`src/rtl/clock_digit_counter.sv`:
```
// MM:SS BCD time counter with 1 Hz prescaler, set-mode buttons and hour rollover pulse.
// Optional BUTTON_DEBOUNCE_EN: synchronise, debounce and edge-detect inc_sec/inc_min/clr.
module clock_digit_counter #(
  parameter int unsigned TICK_DIV     = 50_000_000,
  parameter int unsigned DEBOUNCE_CYC = 1_000_000
) (
  input  logic       clk,
  input  logic       rst_n,
  input  logic       run,
  input  logic       clr,
  input  logic       inc_sec,
  input  logic       inc_min,
  output logic [3:0] numcount1_out,
  output logic [3:0] numcount2_out,
  output logic [3:0] numcount3_out,
  output logic [3:0] numcount4_out,
  output logic       tick,
  output logic       hour_pulse
);

  localparam int unsigned PW = $clog2(TICK_DIV);
  localparam logic [PW-1:0] PRE_LAST = PW'(TICK_DIV - 1);

  if (TICK_DIV < 2 || DEBOUNCE_CYC == 0) begin : g_param_guard
    $error("clock_digit_counter: TICK_DIV must be >= 2 and DEBOUNCE_CYC >= 1");
  end

  logic clr_e, inc_sec_e, inc_min_e;

`ifdef BUTTON_DEBOUNCE_EN
  localparam int unsigned DW = $clog2(DEBOUNCE_CYC) + 1;
  localparam logic [DW-1:0] DB_LAST = DW'(DEBOUNCE_CYC - 1);

  logic [2:0]    raw;
  logic [2:0]    sync1_q, sync2_q, stable_q, prev_q;
  logic [DW-1:0] cnt_q [3];

  assign raw = {clr, inc_min, inc_sec};

  // A new level is accepted only after DEBOUNCE_CYC consecutive cycles differing from the held one.
  always_ff @(posedge clk or negedge rst_n) begin
    if (!rst_n) begin
      sync1_q  <= '0;
      sync2_q  <= '0;
      stable_q <= '0;
      prev_q   <= '0;
      for (int unsigned i = 0; i < 3; i++) cnt_q[i] <= '0;
    end else begin
      sync1_q <= raw;
      sync2_q <= sync1_q;
      prev_q  <= stable_q;
      for (int unsigned i = 0; i < 3; i++) begin
        if (sync2_q[i] != stable_q[i]) begin
          if (cnt_q[i] == DB_LAST) begin
            stable_q[i] <= sync2_q[i];
            cnt_q[i]    <= '0;
          end else begin
            cnt_q[i] <= cnt_q[i] + 1'b1;
          end
        end else begin
          cnt_q[i] <= '0;
        end
      end
    end
  end

  assign {clr_e, inc_min_e, inc_sec_e} = stable_q & ~prev_q;
`else
  assign clr_e     = clr;
  assign inc_sec_e = inc_sec;
  assign inc_min_e = inc_min;
`endif

  // Returns {carry, tens, units} of a BCD mod-60 increment.
  function automatic logic [8:0] inc60(input logic [7:0] bcd);
    logic [3:0] t, u;
    logic       c;
    t = bcd[7:4];
    u = bcd[3:0];
    c = 1'b0;
    if (u >= 4'd9) begin
      u = 4'd0;
      if (t >= 4'd5) begin
        t = 4'd0;
        c = 1'b1;
      end else begin
        t = t + 4'd1;
      end
    end else begin
      u = u + 4'd1;
    end
    return {c, t, u};
  endfunction

  logic [7:0]    sec_q, sec_d, min_q, min_d;
  logic [PW-1:0] pre_q, pre_d;
  logic          tick_q, tick_d, hour_q, hour_d;
  logic [8:0]    sec_inc, min_inc;

  always_comb begin
    sec_inc = inc60(sec_q);
    min_inc = inc60(min_q);
  end

  // Digits advance on the cycle where the registered tick is high, so they lag the tick by one cycle.
  always_comb begin
    sec_d  = sec_q;
    min_d  = min_q;
    pre_d  = pre_q;
    tick_d = 1'b0;
    hour_d = 1'b0;
    if (clr_e) begin
      sec_d = '0;
      min_d = '0;
      pre_d = '0;
    end else begin
      if (run) begin
        if (pre_q == PRE_LAST) begin
          pre_d  = '0;
          tick_d = 1'b1;
        end else begin
          pre_d = pre_q + 1'b1;
        end
      end
      if (tick_q) begin
        sec_d = sec_inc[7:0];
        if (sec_inc[8]) begin
          min_d  = min_inc[7:0];
          hour_d = min_inc[8];
        end
      end else if (!run) begin
        if (inc_sec_e) sec_d = sec_inc[7:0];
        if (inc_min_e) min_d = min_inc[7:0];
      end
    end
  end

  always_ff @(posedge clk or negedge rst_n) begin
    if (!rst_n) begin
      sec_q  <= '0;
      min_q  <= '0;
      pre_q  <= '0;
      tick_q <= 1'b0;
      hour_q <= 1'b0;
    end else begin
      sec_q  <= sec_d;
      min_q  <= min_d;
      pre_q  <= pre_d;
      tick_q <= tick_d;
      hour_q <= hour_d;
    end
  end

  assign numcount1_out = sec_q[3:0];
  assign numcount2_out = sec_q[7:4];
  assign numcount3_out = min_q[3:0];
  assign numcount4_out = min_q[7:4];
  assign tick          = tick_q;
  assign hour_pulse    = hour_q;

endmodule

```
`config.mk`:
```
export PLATFORM = sky130hd
export DESIGN_NAME = clock_digit_counter
export DESIGN_NICKNAME = d
export VERILOG_FILES = /design/src/rtl/clock_digit_counter.sv
export SDC_FILE = /design/constraint.sdc
export NUM_CORES = 1
export LEC_CHECK = 0
export ABC_AREA = 0
export CORE_ASPECT_RATIO = 1.1
export CORE_UTILIZATION = 49
export DETAILED_ROUTE_END_ITERATION = 8
export PLACE_DENSITY = 0.72
export SLEW_MARGIN = 40
export SYNTH_ARGS = -nofsm -noshare
export SYNTH_HDL_FRONTEND = slang
export SYNTH_SLANG_ARGS = --single-unit
```
`constraint.sdc`:
```
create_clock -name clk -period 2.1 [get_ports clk]
set_input_delay 0.21 -clock clk [delete_from_list [all_inputs] [get_ports clk]]
set_output_delay 0.21 -clock clk [all_outputs]
set_load 0.05 [all_outputs]
```
==> results.md, run 1 <==
* Final Cycle Share at 0.9355
* Pwr dens at around 620 nW/um^2
* Status: finished, final reports clean
* Later-pin clock latency in the skew report at ~0.30 ns
* Synth cell types at a little under 50
* Post-CTS sizing at 0
* Final Max Slew Viols at 0
* Cts bufs inserted at 5
* CP Class: register to register
* Synth Warn # at 0
* DRC viols at 0
* Die height at 79.10 um
* RSZ-0062 raised after global routing: false
* Setup TNS Final at 0 ns
* Critical R2R Launch: min_q[0]$_DFFE_PN0P_
* TritonCTS clock tree: done
* Total congestion overflow at 0
* Flop-to-flop setup slack at roughly 0.14 ns
* Largest net degree at the start of global routing at 36
* Io pins at 24
* Initial antenna violation count at 0
* DR WL/cell at 14.88 um
* Die area at between 5000 and 6000 sq um
* Reg2Reg Depth at 7
* Clock power share at 0.288
* Post-DP HPWL at about 4300 um
* Layout area overhead at 21.08%
* Psw at about 0.66 mW
* CTS sink cnt at 44
* HP Class: input port to async pin
* Post-Syn Nets at 312
* Core Box Area at between 5000 and 6000 sq um
* Standard-cell row count at 27
* Max-cap viol count at 0
* Mapped Avg Cell Area at about 9.0 sq um
* Logic pwr share at 0.235
* Pleak at between 1 and 1.5 nW
* CTS clk-pin slew, worst paths at approximately 0.090 ns
* GP Congestion at about 0.9
* Top_reg_cell synth: dfrtp_1
* Commonest non-fill, non-tap cell in the layout: dfrtp_1
* Worst path arrival time at 2.16 ns
* Routed vias at 2322
* Die width at 72.09 um
* Routed WL at 6028 um
* Final hold violation count at 0
* Worst-path maximum fanout at 5
* Fin Clk Skew at 0.004340 ns
* Final worst path period need at ~2.0 ns
* Clock buffer depth at 2
* Sw frac at 0.3331
* Drt via density at approximately 5.7
* Fmax at approximately 0.5 GHz
* # diodes at 0
* Seq/Total Area, Yosys at 0.4159
* Setup violators final at 0
* Clock Tree Root: clkbuf_8
* Port Buf Inserts at 23
* 1st-iter DRT viols at approximately 170
* Relative slew slack at 0.6241
* DRT Pass-1 Iters at 4
* Post-Syn Instances at 293
* Filler instances at between 400 and 500
* Mapped Area at around 2600 sq um
* Setup slack after layout at around 0.14 ns
* Required time of the critical path at roughly 2.3 ns
* Routed Antenna Nets at 0
* Power Internal at approximately 1.3 mW
* Most frequent cells in the layout: dfrtp_1 (38), a21oi_1 (27), o21ai_1 (26), clkdlybuf4s50_1 (22), buf_4 (20)
* Initial core utilization at 0.5190
* CTS H-tree lvls at 2
* Flops & latches, synth at 44
* Vias in the first global route at between 2k and 2.5k
* Worst R2R End: min_q[6]$_DFFE_PN0P_
* Crit path launch type: register
* CP Capture Type: register
* Multi-input logic area at 1436 sq um
* GRT Overall Usage at 0.2311
* Reg area at 1109 sq um
* Worst-margin pin slew at around 0.56 ns
* Post-synth EDFFs at 0
* Post-Place Setup Slack at 0.1664 ns
* Net count, final at between 300 and 400
* Worst vdd ir at approximately 0.38 mV
* FFs w/ async S/R, synth at 1.000
* Seq pwr share at 0.477
* Layout cells sized above 1 at 0.1351
* First-pass GRT wire length at 10420 um
critical path, stage by stage (launching register included):
cell     delay (ns)
dfrtp_2        0.44
inv_1          0.10
ha_1           0.15
or3b_1         0.39
a21oi_2        0.23
inv_2          0.08
and2_1         0.21
a41o_1         0.25
state kept, by name (all words and copies together), names as in the netlist:
| register | cells |
|---|---|
| min_q | 8 |
| pre_q | 26 |
| tick | 1 |
| hour_pulse | 1 |
| sec_q | 8 |
what timing repair did:
action / 4_1_cts / 5_1_grt
hold buffers: 1 / 0
setup endpoints to repair: 0 / 2
buffers inserted: 0 / 1
hold endpoints to repair: 44 / 0
power groups by stage:
stage	Sequential, mW	Clock, mW	Combinational, mW
CTS	0.944	0.586	0.469
global placement	0.960	0	0.453
floorplan	1.09	0	0.168
global route	0.950	0.619	0.509
detailed placement	0.960	0	0.464
finish	0.943	0.569	0.463
worst max-delay path by stage:
stage | start | end | slack, ns | depth (start not counted)
2_1_floorplan | min_q[1]$_DFFE_PN0P_ | min_q[6]$_DFFE_PN0P_ | 0.002 | 8
3_3_place_gp | pre_q[0]$_DFFE_PN0P_ | pre_q[25]$_DFFE_PN0P_ | 0.20 | 7
3_5_place_dp | pre_q[0]$_DFFE_PN0P_ | pre_q[18]$_DFFE_PN0P_ | 0.17 | 6
4_1_cts | pre_q[0]$_DFFE_PN0P_ | pre_q[23]$_DFFE_PN0P_ | 0.14 | 7
5_1_grt | sec_q[0]$_DFFE_PN0P_ | sec_q[5]$_DFFE_PN0P_ | 0.002 | 7
6_report | min_q[0]$_DFFE_PN0P_ | min_q[6]$_DFFE_PN0P_ | 0.14 | 7
synthesized netlist by cell type (4+ instances only):
master    instances  area, sq um
nor2_1           12        45.04
nand2_1          17        63.81
buf_2             5        25.02
ha_1             13        162.7
or3_1             6        37.54
or4_1             6        45.04
a22oi_1           6        45.04
a21oi_1          28        140.1
nor3_1            7        35.03
nand3b_1          4        30.03
inv_1            16        60.06
nor4_1            5        31.28
o21ai_1          26        130.1
nand4_1          13        81.33
nand3_1          18        90.09
nand2b_1          6        37.54
mux2i_1           4        40.04
clkbuf_1          6        22.52
dfrtp_1          44         1101
through the flow:
stage	hold WS, ns	util	power, mW	instances	cell area [sq um]
global route	0.4683	0.6284	2.079	405	3206
finish	0.4241	0.6284	1.976	405	3206
CTS	0.4116	0.6269	1.999	404	3198
floorplan	-0.08559	-	1.253	293	2668
global placement	0.2101	0.6058	1.413	395	3090
detailed placement	0.2121	0.6058	1.424	395	3090
routing by layer:
| layer | share of wire | up-vias | GRT usage | wire length [um] |
|---|---|---|---|---|
| met5 | 0 | - | 0 | 0 |
| met1 | 0.51 | 1090 | 0.3492 | 3049 |
| met4 | 0.0066 | 0 | 0.05882 | 40 |
| li1 | - | 1177 | - | - |
| met2 | 0.45 | 51 | 0.3421 | 2722 |
| met3 | 0.036 | 4 | 0.03807 | 215 |
cell families after synthesis:
kind of cell | count (synthesis) | synth area share
compound gates | 84 | 0.1919
xor+xnor | 4 | 0.01323
flops | 44 | 0.4159
simple gates | 113 | 0.2562
fa+ha+maj | 13 | 0.06144
buf+inv | 31 | 0.04631
mux | 4 | 0.01512
area by class of cell:
class	count	area share
clock inverter	2	0.004684
inverter	18	0.02108
sequential	44	0.3458
clock buffer	6	0.02576
tap	72	0.02810
multi-input combinational	218	0.4481
timing repair buffer	45	0.1265
Note: power is estimated with default switching activity, not from simulation.
==> run 2: changes to the inputs <==
--- a/config.mk
+++ b/config.mk
@@ -6,10 +6,9 @@
 export NUM_CORES = 1
 export LEC_CHECK = 0
 export ABC_AREA = 0
-export CORE_ASPECT_RATIO = 1.1
-export CORE_UTILIZATION = 49
+export CORE_UTILIZATION = 30
 export DETAILED_ROUTE_END_ITERATION = 8
-export PLACE_DENSITY = 0.72
+export PLACE_DENSITY = 0.49
 export SLEW_MARGIN = 40
 export SYNTH_ARGS = -nofsm -noshare
 export SYNTH_HDL_FRONTEND = slang
==> run 2 against run 1 <==
Register-to-register slack improved by 0.04 ns. Non-clock buffer count rose by 4. First-iteration DRC count fell by 8.7%. Via count rose by 2.6%. Combinational power barely moved. Critical path type unchanged. Highest routed layer unchanged.
==> results.md, run 2 (synthesized netlist as in run 1, its figures left out) <==
* Critical path endpoint: pre_q[23]$_DFFE_PN0P_
* Die width at 95.94 um
* Later-pin clock latency in the skew report at roughly 0.30 ns
* Final worst path period need at between 1.5 and 2 ns
* Die area at about 9200 sq um
* Vias in the first global route at 2296
* Post-Place Setup Slack at around 0.11 ns
* Hold Slack at 0.4087 ns
* Grt peak-use layer: met2
* Most frequent cells in the layout: dfrtp_1 (38), a21oi_1 (27), o21ai_1 (25), buf_4 (24), clkdlybuf4s50_1 (22)
* Final Cycle Share at 0.9185
* Max-cap viol count at 0
* Dpl cells at roughly 430
* RSZ-0062 raised after global routing: false
* Met1 usage at 0.2370
* GP Congestion at between 0.7 and 0.8
* Layout area overhead at 24.86%
* Die height at 95.94 um
* DR WL/cell at between 15 and 20 um
* # diodes at 0
* Reg2Reg Depth at 7
* Critical R2R Launch: pre_q[0]$_DFFE_PN0P_
* Net count, final at between 300 and 400
* Biggest register: pre_q
* Port Buf Inserts at 23
* Post-layout util at 0.3944
* Relative slew slack at 0.6050
* Worst path arrival time at around 2.2 ns
* Fmax at a little over 0.5 GHz
* Worst-path maximum fanout at 6
* HP Class: input port to async pin
* DRT Pass-1 Iters at 5
* Setup violators final at 0
* 1st-iter DRT viols at about 160
* Commonest non-fill, non-tap cell in the layout: dfrtp_1
* Cts bufs inserted at 5
* CTS H-tree lvls at 2
* Layout cells sized above 1 at 0.1543
* Final Max Slew Viols at 0
* Worst R2R End: pre_q[23]$_DFFE_PN0P_
* GRT Overall Usage at 0.1635
* Non-Filler Instances at 442
* Reg area at approximately 1100 sq um
* Io pins at 24
* Standard-cell row count at 33
* CTS sink cnt at 44
* Largest net degree at the start of global routing at 45
* Total congestion overflow at 0
* Clock Tree Root: clkbuf_8
* TritonCTS clock tree: done
* Top flop regs: pre_q: 26 flops, min_q: 8 flops, sec_q: 8 flops
* Required time of the critical path at 2.33 ns
* Grt met3 use at 0.02686
* Final hold violation count at 0
* Setup slack after layout at roughly 0.17 ns
* Routed WL at 6777 um
* Post-CTS setup buffers at 0
* DRC viols at 0
* Post-DP HPWL at 4877 um
* Initial antenna violation count at 0
* Worst-margin pin slew at about 0.59 ns
* Pleak at about 1.3 nW
* Met2 Resource Use GR at 0.2506
* Status: finished, final reports clean
* Routed Antenna Nets at 0
* CP Capture Type: register
* Drt via density at roughly 5.4
* Flop-to-flop setup slack at roughly 0.17 ns
* Filler instances at roughly 850
* Core Box Area at 8382 sq um
* Routed vias at about 2.4k
* CP Class: register to register
* Fin Clk Skew at roughly 0.007 ns
* First-pass GRT wire length at 11510 um
* Worst vdd ir at ~0.34 mV
* CTS clk-pin slew, worst paths at 0.09 ns
* Max reg flops at 26
* Multi-input logic area at between 1000 and 1500 sq um
* Crit path launch type: register
* Initial core utilization at 0.3159
* Clock buffer depth at 2
* Pwr dens at approximately 630 nW/um^2
* CP startpoint: pre_q[0]$_DFFE_PN0P_
* Setup TNS Final at 0 ns
-- run 2: how the worst min path moves through the flow --
stage | endpoint | slack (ns)
after floorplan | hour_pulse$_DFF_PN0_ | -0.09
after global placement | sec_q[4]$_DFFE_PN0P_ | 0.22
after detailed placement | sec_q[6]$_DFFE_PN0P_ | 0.21
after CTS | sec_q[4]$_DFFE_PN0P_ | 0.41
after global routing | sec_q[5]$_DFFE_PN0P_ | 0.43
final | sec_q[6]$_DFFE_PN0P_ | 0.41
-- run 2: area by class of cell --
type,count,share of cell area
clock buffer,5,0.02082
inverter,18,0.02044
multi-input combinational,218,0.4391
tap,105,0.03974
sequential,44,0.3354
clock inverter,3,0.01287
timing repair buffer,49,0.1317
-- run 2: critical path: stages, from the launching register on --
cell and delay [ns]:
dfrtp_1 0.43, ha_1 0.25, and4_1 0.26, and4_2 0.25, a21oi_4 0.23, buf_4 0.19
nand4b_1 0.09, a21oi_1 0.16
-- run 2: routing by layer --
layer | vias to the layer above | part of all wire
met1 | 1149 | 0.51
met5 | - | 0
met3 | 6 | 0.024
met2 | 39 | 0.46
li1 | 1188 | -
met4 | 0 | 0.010
-- run 2: power by group --
| part | internal (mW) | leakage [nW] | total, mW | switching (mW) |
|---|---|---|---|---|
| registers | 0.891 | 0.596 | 0.944 | 0.0529 |
| clock network | 0.352 | 0.0541 | 0.659 | 0.307 |
| logic | 0.162 | 0.629 | 0.465 | 0.303 |
-- run 2: timing repair --
| item | in CTS | in global routing |
|---|---|---|
| setup endpoints to repair | 0 | 10 |
| hold buffers | 1 | 0 |
| endpoints found under the hold margin | 44 | 0 |
| gates resized for setup | 0 | 4 |
-- run 2: per-stage QoR --
stage,cell area (sq um),power (mW)
after CTS,3291,2.107
after floorplan,2668,1.253
after global placement,3169,1.428
after global routing,3306,2.187
after detailed placement,3169,1.428
final,3306,2.069
